[src/rtl/din_syn_shifter.sv]
// din_syn_shifter: multi-channel serial loader with divided sclk and sync pulse; optional sdo readback under DIN_SYN_READBACK_EN
module din_syn_shifter #(
   parameter int DATA_W    = 491,
   parameter int N_CH      = 1,
   parameter int CLK_DIV   = 1,
   parameter int SYN_CYC   = 1,
   parameter int MSB_FIRST = 1
) (
   input  logic                   clk_in,
   input  logic                   rst,
   input  logic                   trig,
   input  logic [N_CH*DATA_W-1:0] data_reg,
   input  logic                   clr_mode,
   input  logic                   clr_2_one,
`ifdef DIN_SYN_READBACK_EN
   input  logic [N_CH-1:0]        sdo,
   output logic [N_CH*DATA_W-1:0] rb_data,
   output logic                   rb_valid,
`endif
   output logic                   sclk,
   output logic [N_CH-1:0]        din,
   output logic                   syn,
   output logic                   out_en,
   output logic                   clk_out_en,
   output logic                   busy,
   output logic                   done
);
   localparam int PH_N = 2 * CLK_DIV;
   localparam int SY_N = SYN_CYC * PH_N;
   localparam int BW = DATA_W > 1 ? $clog2(DATA_W) : 1;
   localparam int PW = PH_N > 1 ? $clog2(PH_N) : 1;
   localparam int SW = SY_N > 1 ? $clog2(SY_N) : 1;
   localparam logic [BW-1:0] BIT_LAST = BW'(DATA_W - 1);
   localparam logic [PW-1:0] PH_LAST  = PW'(PH_N - 1);
   localparam logic [PW-1:0] PH_RISE  = PW'(CLK_DIV);
   localparam logic [SW-1:0] SY_LAST  = SW'(SY_N - 1);

   typedef enum logic [1:0] {IDLE, SHIFT, SYNC, DONE} state_t;

   state_t                         state_q, state_d;
   logic [BW-1:0]                  bit_q, bit_d;
   logic [PW-1:0]                  ph_q, ph_d;
   logic [SW-1:0]                  sy_q, sy_d;
   logic                           trig_prev_q, trig_prev_d;
   logic [N_CH-1:0][DATA_W-1:0]    sh_q, sh_d;
   logic                           start;

   assign start = state_q == IDLE && trig && !trig_prev_q;

   // sequencing: latch the word on start, walk bit periods, then sync, then one done cycle
   always_comb begin
      state_d     = state_q;
      bit_d       = bit_q;
      ph_d        = ph_q;
      sy_d        = sy_q;
      sh_d        = sh_q;
      trig_prev_d = trig;
      case (state_q)
         IDLE: if (start) begin
            state_d = SHIFT;
            bit_d   = '0;
            ph_d    = '0;
            sh_d    = clr_mode ? {(N_CH*DATA_W){clr_2_one}} : data_reg;
         end
         SHIFT: begin
            ph_d = ph_q == PH_LAST ? '0 : ph_q + 1'b1;
            if (ph_q == PH_LAST) begin
               for (int c = 0; c < N_CH; c++) sh_d[c] = MSB_FIRST != 0 ? sh_q[c] << 1 : sh_q[c] >> 1;
               bit_d = bit_q + 1'b1;
               if (bit_q == BIT_LAST) begin
                  state_d = SYNC;
                  bit_d   = '0;
                  sy_d    = '0;
               end
            end
         end
         SYNC: begin
            sy_d    = sy_q + 1'b1;
            state_d = sy_q == SY_LAST ? DONE : SYNC;
         end
         default: state_d = IDLE;
      endcase
   end

   // state and counter registers
   always_ff @(posedge clk_in) begin
      if (rst) begin
         state_q     <= IDLE;
         bit_q       <= '0;
         ph_q        <= '0;
         sy_q        <= '0;
         trig_prev_q <= 1'b0;
         sh_q        <= '0;
      end else begin
         state_q     <= state_d;
         bit_q       <= bit_d;
         ph_q        <= ph_d;
         sy_q        <= sy_d;
         trig_prev_q <= trig_prev_d;
         sh_q        <= sh_d;
      end
   end

   // outputs decoded from registered state only, so they are glitch-free and low right after reset
   always_comb begin
      sclk       = state_q == SHIFT && ph_q >= PH_RISE;
      out_en     = state_q == SHIFT;
      clk_out_en = state_q == SHIFT;
      syn        = state_q == SYNC;
      busy       = state_q == SHIFT || state_q == SYNC;
      done       = state_q == DONE;
      din        = '0;
      for (int c = 0; c < N_CH; c++)
         din[c] = state_q == SHIFT && (MSB_FIRST != 0 ? sh_q[c][DATA_W-1] : sh_q[c][0]);
   end

`ifdef DIN_SYN_READBACK_EN
   logic [N_CH-1:0][DATA_W-1:0] cap_q, cap_d;
   logic [N_CH*DATA_W-1:0]      rb_data_q, rb_data_d;
   logic                        rb_valid_q, rb_valid_d;

   // capture sdo in the cycle sclk rises; publish the word as the transfer enters DONE
   always_comb begin
      cap_d      = cap_q;
      rb_data_d  = rb_data_q;
      rb_valid_d = start ? 1'b0 : rb_valid_q;
      if (state_q == SHIFT && ph_q == PH_RISE)
         for (int c = 0; c < N_CH; c++)
            cap_d[c] = MSB_FIRST != 0 ? (cap_q[c] << 1) | DATA_W'(sdo[c])
                                      : (cap_q[c] >> 1) | (DATA_W'(sdo[c]) << (DATA_W - 1));
      if (state_q == SYNC && sy_q == SY_LAST) begin
         rb_data_d  = cap_q;
         rb_valid_d = 1'b1;
      end
   end

   // readback registers
   always_ff @(posedge clk_in) begin
      if (rst) begin
         cap_q      <= '0;
         rb_data_q  <= '0;
         rb_valid_q <= 1'b0;
      end else begin
         cap_q      <= cap_d;
         rb_data_q  <= rb_data_d;
         rb_valid_q <= rb_valid_d;
      end
   end

   assign rb_data  = rb_data_q;
   assign rb_valid = rb_valid_q;
`endif
endmodule

[config.mk]
export PLATFORM = sky130hd
export DESIGN_NAME = din_syn_shifter
export DESIGN_NICKNAME = d
export VERILOG_FILES = /design/src/rtl/din_syn_shifter.sv
export SDC_FILE = /design/constraint.sdc
export NUM_CORES = 1
export LEC_CHECK = 0
export CAP_MARGIN = 20
export CORE_AREA = 4 4 295 210
export DETAILED_ROUTE_END_ITERATION = 10
export DIE_AREA = 0 0 299 214
export PLACE_DENSITY = 0.73
export SLEW_MARGIN = 30
export SYNTH_ARGS = -nofsm -noshare
export SYNTH_HDL_FRONTEND = slang
export SYNTH_SLANG_ARGS = --single-unit
[constraint.sdc]
create_clock -name clk_in -period 1.9 [get_ports clk_in]
set_input_delay 0.57 -clock clk_in [delete_from_list [all_inputs] [get_ports clk_in]]
set_output_delay 0.57 -clock clk_in [all_outputs]
set_load 0.02 [all_outputs]
==> results.sh, run 1 <==
export IMPL_status="finished with violations"
export IMPL_violations="negative setup slack"
export IMPL_ant_nets=0
export IMPL_fmax_mhz=465.0
export IMPL_finClkSkew_ns=0.01929
export IMPL_crit_path_end_kind="register"
export IMPL_ys_ff_latch=505
export IMPL_vias=26380
export IMPL_wl_um=86320
export IMPL_worstSetupPathType="register to register"
export IMPL_synth_top_cell_area_share_pct=38.32
export IMPL_die_area_sq_um=63990
export IMPL_crit_path_top_delay_cell="dfxtp_2"
export IMPL_cts_htree_levels=2
export IMPL_antenna_found_initial=2
export IMPL_cts_buffer_depth=3
export IMPL_grt_total_usage_pct=23.92
export IMPL_num_rows=75
export IMPL_cts_buffers=50
export IMPL_syn_nets=3927
export IMPL_period_share_pct=113.2
export IMPL_first_pass_iters=7
export IMPL_dpl_hpwl_um=52470
export IMPL_grt_overflow=0
export IMPL_ff2ff_setup_slack_ns=-0.25
export IMPL_async_reset_ff_share_pct=0
export IMPL_startpoint_type="register"
export IMPL_synth_cell_area_sq_um=26390
export IMPL_drt_iter0_markers=2443
export IMPL_grt_pass1_vias=23790
export IMPL_dr_wl_met2_um=40230
export IMPL_grt_setup_unrepaired="true"
export IMPL_vias_per_cell=5.669
export IMPL_power_density_nw_per_um2=1796
export IMPL_yosys_area_top_type="dfxtp_1"
export IMPL_nets=4309
export IMPL_io_buffers=502
export IMPL_design_area_sq_um=36990
export IMPL_ir_drop_mv=1.497
export IMPL_clkSlewWorstSetupHoldPaths_ns=0.06
export IMPL_die_y_um=214
export IMPL_drc_errors=0
export IMPL_netlist_top_cells_area="dfxtp_1, a211o_1, nand2b_1"
export IMPL_drive_gt1_share_pct=13.14
export IMPL_worstPathCellList="inv_2, ha_4, buf_6, mux2i_4, buf_6, a21oi_4, buf_12, buf_16, buf_8, buf_16, nand3_2, a21oi_2"
export IMPL_ys_types=35
export IMPL_hp_class="primary input to register"
export IMPL_setup_tns_final_ns=-58.45
export IMPL_syn_inst=3424
export IMPL_area_growth_pct=40.17
export IMPL_synthFlopType="dfxtp_1"
export IMPL_grt_start_max_net_pins=107
export IMPL_top_layer_used="met4"
export IMPL_io_pins=503
export IMPL_clock_latency_ns=0.58
export IMPL_slew_headroom_pct=56.85
export IMPL_numClockSinks=505
export IMPL_slowest_delay_ns=0.33
export IMPL_worstPathRequired_ns=2.41
export IMPL_place_area_sq_um=32510
export IMPL_setup_violations=504
export IMPL_period_minus_slack_ns=2.151
export IMPL_max_cap_viol_count=0
export IMPL_cp_arrival_ns=2.66
export IMPL_postLayoutSetupSlackWorst_ns=-0.2505
export IMPL_initial_core_util_pct=44.49
export IMPL_yosysSeqAreaShare_pct=38.32
export IMPL_cp_max_fo=8
export IMPL_core_sq_um=59310
export IMPL_cts_root_buf="clkbuf_16"
export IMPL_wire_per_inst_um=18.55
export IMPL_yosys_warnings=0
export IMPL_wl_met3_um=5216
export IMPL_cts_hold_buf=0
export IMPL_tightest_slew_ns=0.6405
export IMPL_avgSynthCellArea_sq_um=7.706
export IMPL_wl_met1_um=39000
export IMPL_grt_pass1_wl_um=127900
export IMPL_slew_viol_final=0
export IMPL_pre_cts_slack_ns=-0.4097
export IMPL_utilization_pct=62.36
export IMPL_finalHoldViolCount=0
export IMPL_synth_edf_count=0
export IMPL_p_leak_uw=0.01437
export IMPL_cts_tree="done"
export IMPL_die_x_um=299
export IMPL_gp_congestion=0.8152
final timing paths:
path	to	start	cells past startpoint
max	sh_q[219]	state_q[1]	12
min	sh_q[428]	rst	2
max reg2reg	sh_q[219]	state_q[1]	12
min reg2reg	sh_q[37]	sh_q[37]	2
per-stage QoR:
stage | hold WS (ns) | cells | total power (uW)
2_1_floorplan | 0.4312 | 3424 | 37810
3_3_place_gp | 0.4357 | 4493 | 45430
3_5_place_dp | 0.4400 | 4493 | 45800
4_1_cts | 0.3190 | 4621 | 60840
5_1_grt | 0.3391 | 4653 | 70900
6_report | 0.3532 | 4653 | 66420
power by group:
group	switching, uW	internal (uW)
logic	20900	18200
registers	1820	14900
clock network	4360	6190
total	27000	39400
critical path, delay by kind of cell (launching register included):
family	cells	cell delay [ns]
buf+inv	7	0.99
compound gates	2	0.29
flops	1	0.33
fa+ha+maj	1	0.18
simple gates	1	0.07
mux	1	0.18
layout by cell type, fill, tap and decap left out, types with 7 or more instances in the layout:
cell type / n
clkbuf_8: 10
nand3_2: 31
buf_16: 28
nand3_1: 423
clkbuf_16: 71
nand2b_1: 491
a21oi_2: 108
bufinv_16: 7
buf_6: 24
nand3_4: 42
a211o_1: 491
dfxtp_1: 503
clkbuf_1: 9
nand2_1: 495
buf_8: 8
buf_4: 97
a21oi_1: 392
buf_12: 44
clkdlybuf4s50_1: 494
cell families after synthesis:
kind of cell,Yosys count,share of synthesized area (%)
xor+xnor,3,0.09960
mux,2,0.1280
compound gates,1009,26.30
simple gates,1502,28.56
fa+ha+maj,7,0.3319
flops,505,38.32
buf+inv,396,6.264
cells in the mapped netlist (all sizes together) (3+ instances only):
cell type,count
a211o,491
a211oi,4
a21oi,501
and2,4
buf,92
clkbuf,296
dfxtp,505
ha,7
inv,7
nand2,497
nand2b,491
nand3,496
nor2,3
o31ai,3
or3,3
or4,3
xnor2,3
routing by layer:
| layer | up-vias | GRT usage (%) |
|---|---|---|
| met4 | 0 | 6.332 |
| met2 | 830 | 37.70 |
| li1 | 12820 | - |
| met5 | - | 0 |
| met1 | 12610 | 34.34 |
| met3 | 124 | 3.506 |
sequential cells by signal, indices dropped and copies added, names as in the netlist:
register     count
trig_prev_q      1
sh_q           491
bit_q            9
state_q          2
sy_q             1
ph_q             1
cell type report:
class	count	area (sq um)
well taps	808	1011
fillers	5009	22320
inverters	8	37.54
flip-flops and latches	505	10110
clock inverters	20	305.3
clock buffers	69	1423
repair buffers	718	8305
diodes	2	5.005
multi-input cells	2523	15780
what timing repair did:
item	in CTS	in global routing
pin swaps	5	57
endpoints found under the setup margin	194	508
resized for setup	90	249
hold endpoints to repair	0	0
buffers inserted	20	11
gates cloned	20	26
No activity file was read; power rests on OpenSTA's default activity.
==> run 2: changes to the inputs <==
--- a/config.mk
+++ b/config.mk
@@ -9,7 +9,7 @@
 export CORE_AREA = 4 4 295 210
 export DETAILED_ROUTE_END_ITERATION = 10
 export DIE_AREA = 0 0 299 214
-export PLACE_DENSITY = 0.73
+export PLACE_DENSITY = 0.7
 export SLEW_MARGIN = 30
 export SYNTH_ARGS = -nofsm -noshare
 export SYNTH_HDL_FRONTEND = slang
==> constraint.sdc (replaced) <==
create_clock -name clk_in -period 2.43 [get_ports clk_in]
set_input_delay 0.729 -clock clk_in [delete_from_list [all_inputs] [get_ports clk_in]]
set_output_delay 0.729 -clock clk_in [all_outputs]
set_load 0.02 [all_outputs]
==> run 2 against run 1 <==
Against the previous run:
- the run now ends clean
- via count decreased by 4.5%
- utilization down 4.9 points
- non-clock buffer count decreased by 101
- sequential cell count is the same
- global-route usage down 0.97 points
- design area shrank 7.8%
- sequential share of layout area up 2.3 points
- highest routed layer unchanged
==> results.sh, run 2 (synthesis results as in run 1) <==
export IMPL_cts_hold_buf=0
export IMPL_initial_core_util_pct=44.49
export IMPL_num_rows=75
export IMPL_worstPathCellList="inv_2, ha_4, buf_4, clkdlybuf4s15_2"
export IMPL_die_y_um=214
export IMPL_hold_depth=2
export IMPL_wire_per_inst_um=17.16
export IMPL_finalHoldViolCount=0
export IMPL_grt_overflow=0
export IMPL_clock_latency_ns=0.59
export IMPL_vias=25190
export IMPL_worstSetupPathType="register to primary output"
export IMPL_drive_gt1_share_pct=5.840
export IMPL_finClkSkew_ns=0.02741
export IMPL_max_cap_viol_count=0
export IMPL_grt_start_max_net_pins=183
export IMPL_worstPathRequired_ns=1.70
export IMPL_cts_tree="done"
export IMPL_reg2reg_from="state_q[1]"
export IMPL_grt_total_usage_pct=22.95
export IMPL_core_sq_um=59310
export IMPL_cts_buffer_depth=3
export IMPL_path_depth=4
export IMPL_tightest_slew_ns=0.8223
export IMPL_crit_path_end_kind="primary output"
export IMPL_status="finished, final reports clean"
export IMPL_area_growth_pct=29.20
export IMPL_crit_buf_inv=3
export IMPL_p_leak_uw=0.01339
export IMPL_drt_iter0_markers=2269
export IMPL_dpl_hpwl_um=51100
export IMPL_cts_root_buf="clkbuf_16"
export IMPL_cp_max_fo=5
export IMPL_ir_drop_mv=1.158
export IMPL_utilization_pct=57.48
export IMPL_grt_setup_unrepaired="true"
export IMPL_pre_cts_slack_ns=-0.1386
export IMPL_drc_errors=0
export IMPL_cts_htree_levels=2
export IMPL_top_regs="sh_q: 491 flops, bit_q: 9 flops, state_q: 2 flops"
export IMPL_io_buffers=502
export IMPL_cts_buffers=52
export IMPL_postLayoutSetupSlackWorst_ns=0.1078
export IMPL_largest_register_ffs=491
export IMPL_regArea_sq_um=10110
export IMPL_gp_congestion=0.7949
export IMPL_power_uw=43840
export IMPL_r2r_end="sh_q[270]"
export IMPL_die_area_sq_um=63990
export IMPL_r2r_cells=8
export IMPL_cp_top_family="buffers and inverters"
export IMPL_first_pass_iters=6
export IMPL_setup_violations=0
export IMPL_ant_nets=0
export IMPL_fmax_mhz=430.6
export IMPL_fin_hold_ws_ns=0.4467
export IMPL_hp_class="register to register"
export IMPL_power_density_nw_per_um2=1286
export IMPL_clkSlewWorstSetupHoldPaths_ns=0.06
export IMPL_startpoint_type="register"
export IMPL_setup_tns_final_ns=0
export IMPL_slew_viol_final=0
export IMPL_grt_pass1_vias=22720
export IMPL_fillCellCount=5444
export IMPL_grt_pass1_wl_um=123900
export IMPL_final_cell_mix="dfxtp_1, a21oi_1, nand3_1, nand2_1, clkdlybuf4s50_1"
export IMPL_regMostFlops="sh_q"
export IMPL_slowest_delay_ns=0.36
export IMPL_crit_path_top_delay_cell="dfxtp_2"
export IMPL_period_share_pct=95.56
export IMPL_vias_per_cell=5.522
export IMPL_nets=4210
export IMPL_period_minus_slack_ns=2.322
export IMPL_final_common_cell="dfxtp_1"
export IMPL_io_pins=503
export IMPL_die_x_um=299
export IMPL_ff2ff_setup_slack_ns=0.14
export IMPL_antenna_found_initial=4
export IMPL_wl_um=78290
export IMPL_slew_headroom_pct=45.18
export IMPL_cp_arrival_ns=1.59
export IMPL_min_from="sh_q[157]"
export IMPL_multi_input_area_sq_um=14660
export IMPL_numClockSinks=505
export IMPL_worst_hold_path_endpoint="sh_q[157]"
-- run 2: tightest hold or removal path, cell delays in order, from the launching register on --
cell     delay, ns
dfxtp_1       0.30
nand2_1       0.05
a21oi_1       0.05
-- run 2: cell type report --
class	instances	area share, %
clock inverters	22	0.9286
clock buffers	75	4.460
inverters	8	0.1101
flip-flops and latches	505	29.66
repair buffers	617	18.85
multi-input cells	2523	42.99
well taps	808	2.966
diodes	4	0.02936
-- run 2: worst max-delay path by stage --
stage                           from   endpoint  slack (ns)
final                     state_q[1]     out_en        0.11
after global routing      state_q[1]  sh_q[318]      -0.001
after CTS                 state_q[1]       sclk       0.005
after detailed placement    clr_mode  sh_q[185]       -0.14
after global placement      clr_mode  sh_q[185]       -0.10
after floorplan           state_q[1]        din        0.05
-- run 2: timing repair --
action,in CTS,in global routing
hold endpoints to repair,0,0
setup buffers,2,0
endpoints found under the setup margin,7,22
pin swaps,1,0
gates cloned,0,0
resized for setup,26,4
-- run 2: report_power, final --
part           internal, uW  switching (uW)  leakage [uW]
clock network          5110            3410      0.000898
registers             11700            1370       0.00414
logic                  9370           12900       0.00836
-- run 2: per-stage QoR --
stage          instances  instance area (sq um)
6_report            4562                  34090
5_1_grt             4562                  34090
4_1_cts             4558                  34080
3_5_place_dp        4459                  32230
3_3_place_gp        4459                  32230
2_1_floorplan       3424                  26390
-- run 2: layer usage --
layer	track usage (%)	vias up	wire, um
met5	0	-	0
met4	6.476	0	1876
met3	3.252	108	3938
met2	35.15	628	35510
met1	33.68	11880	36960
li1	-	12580	-
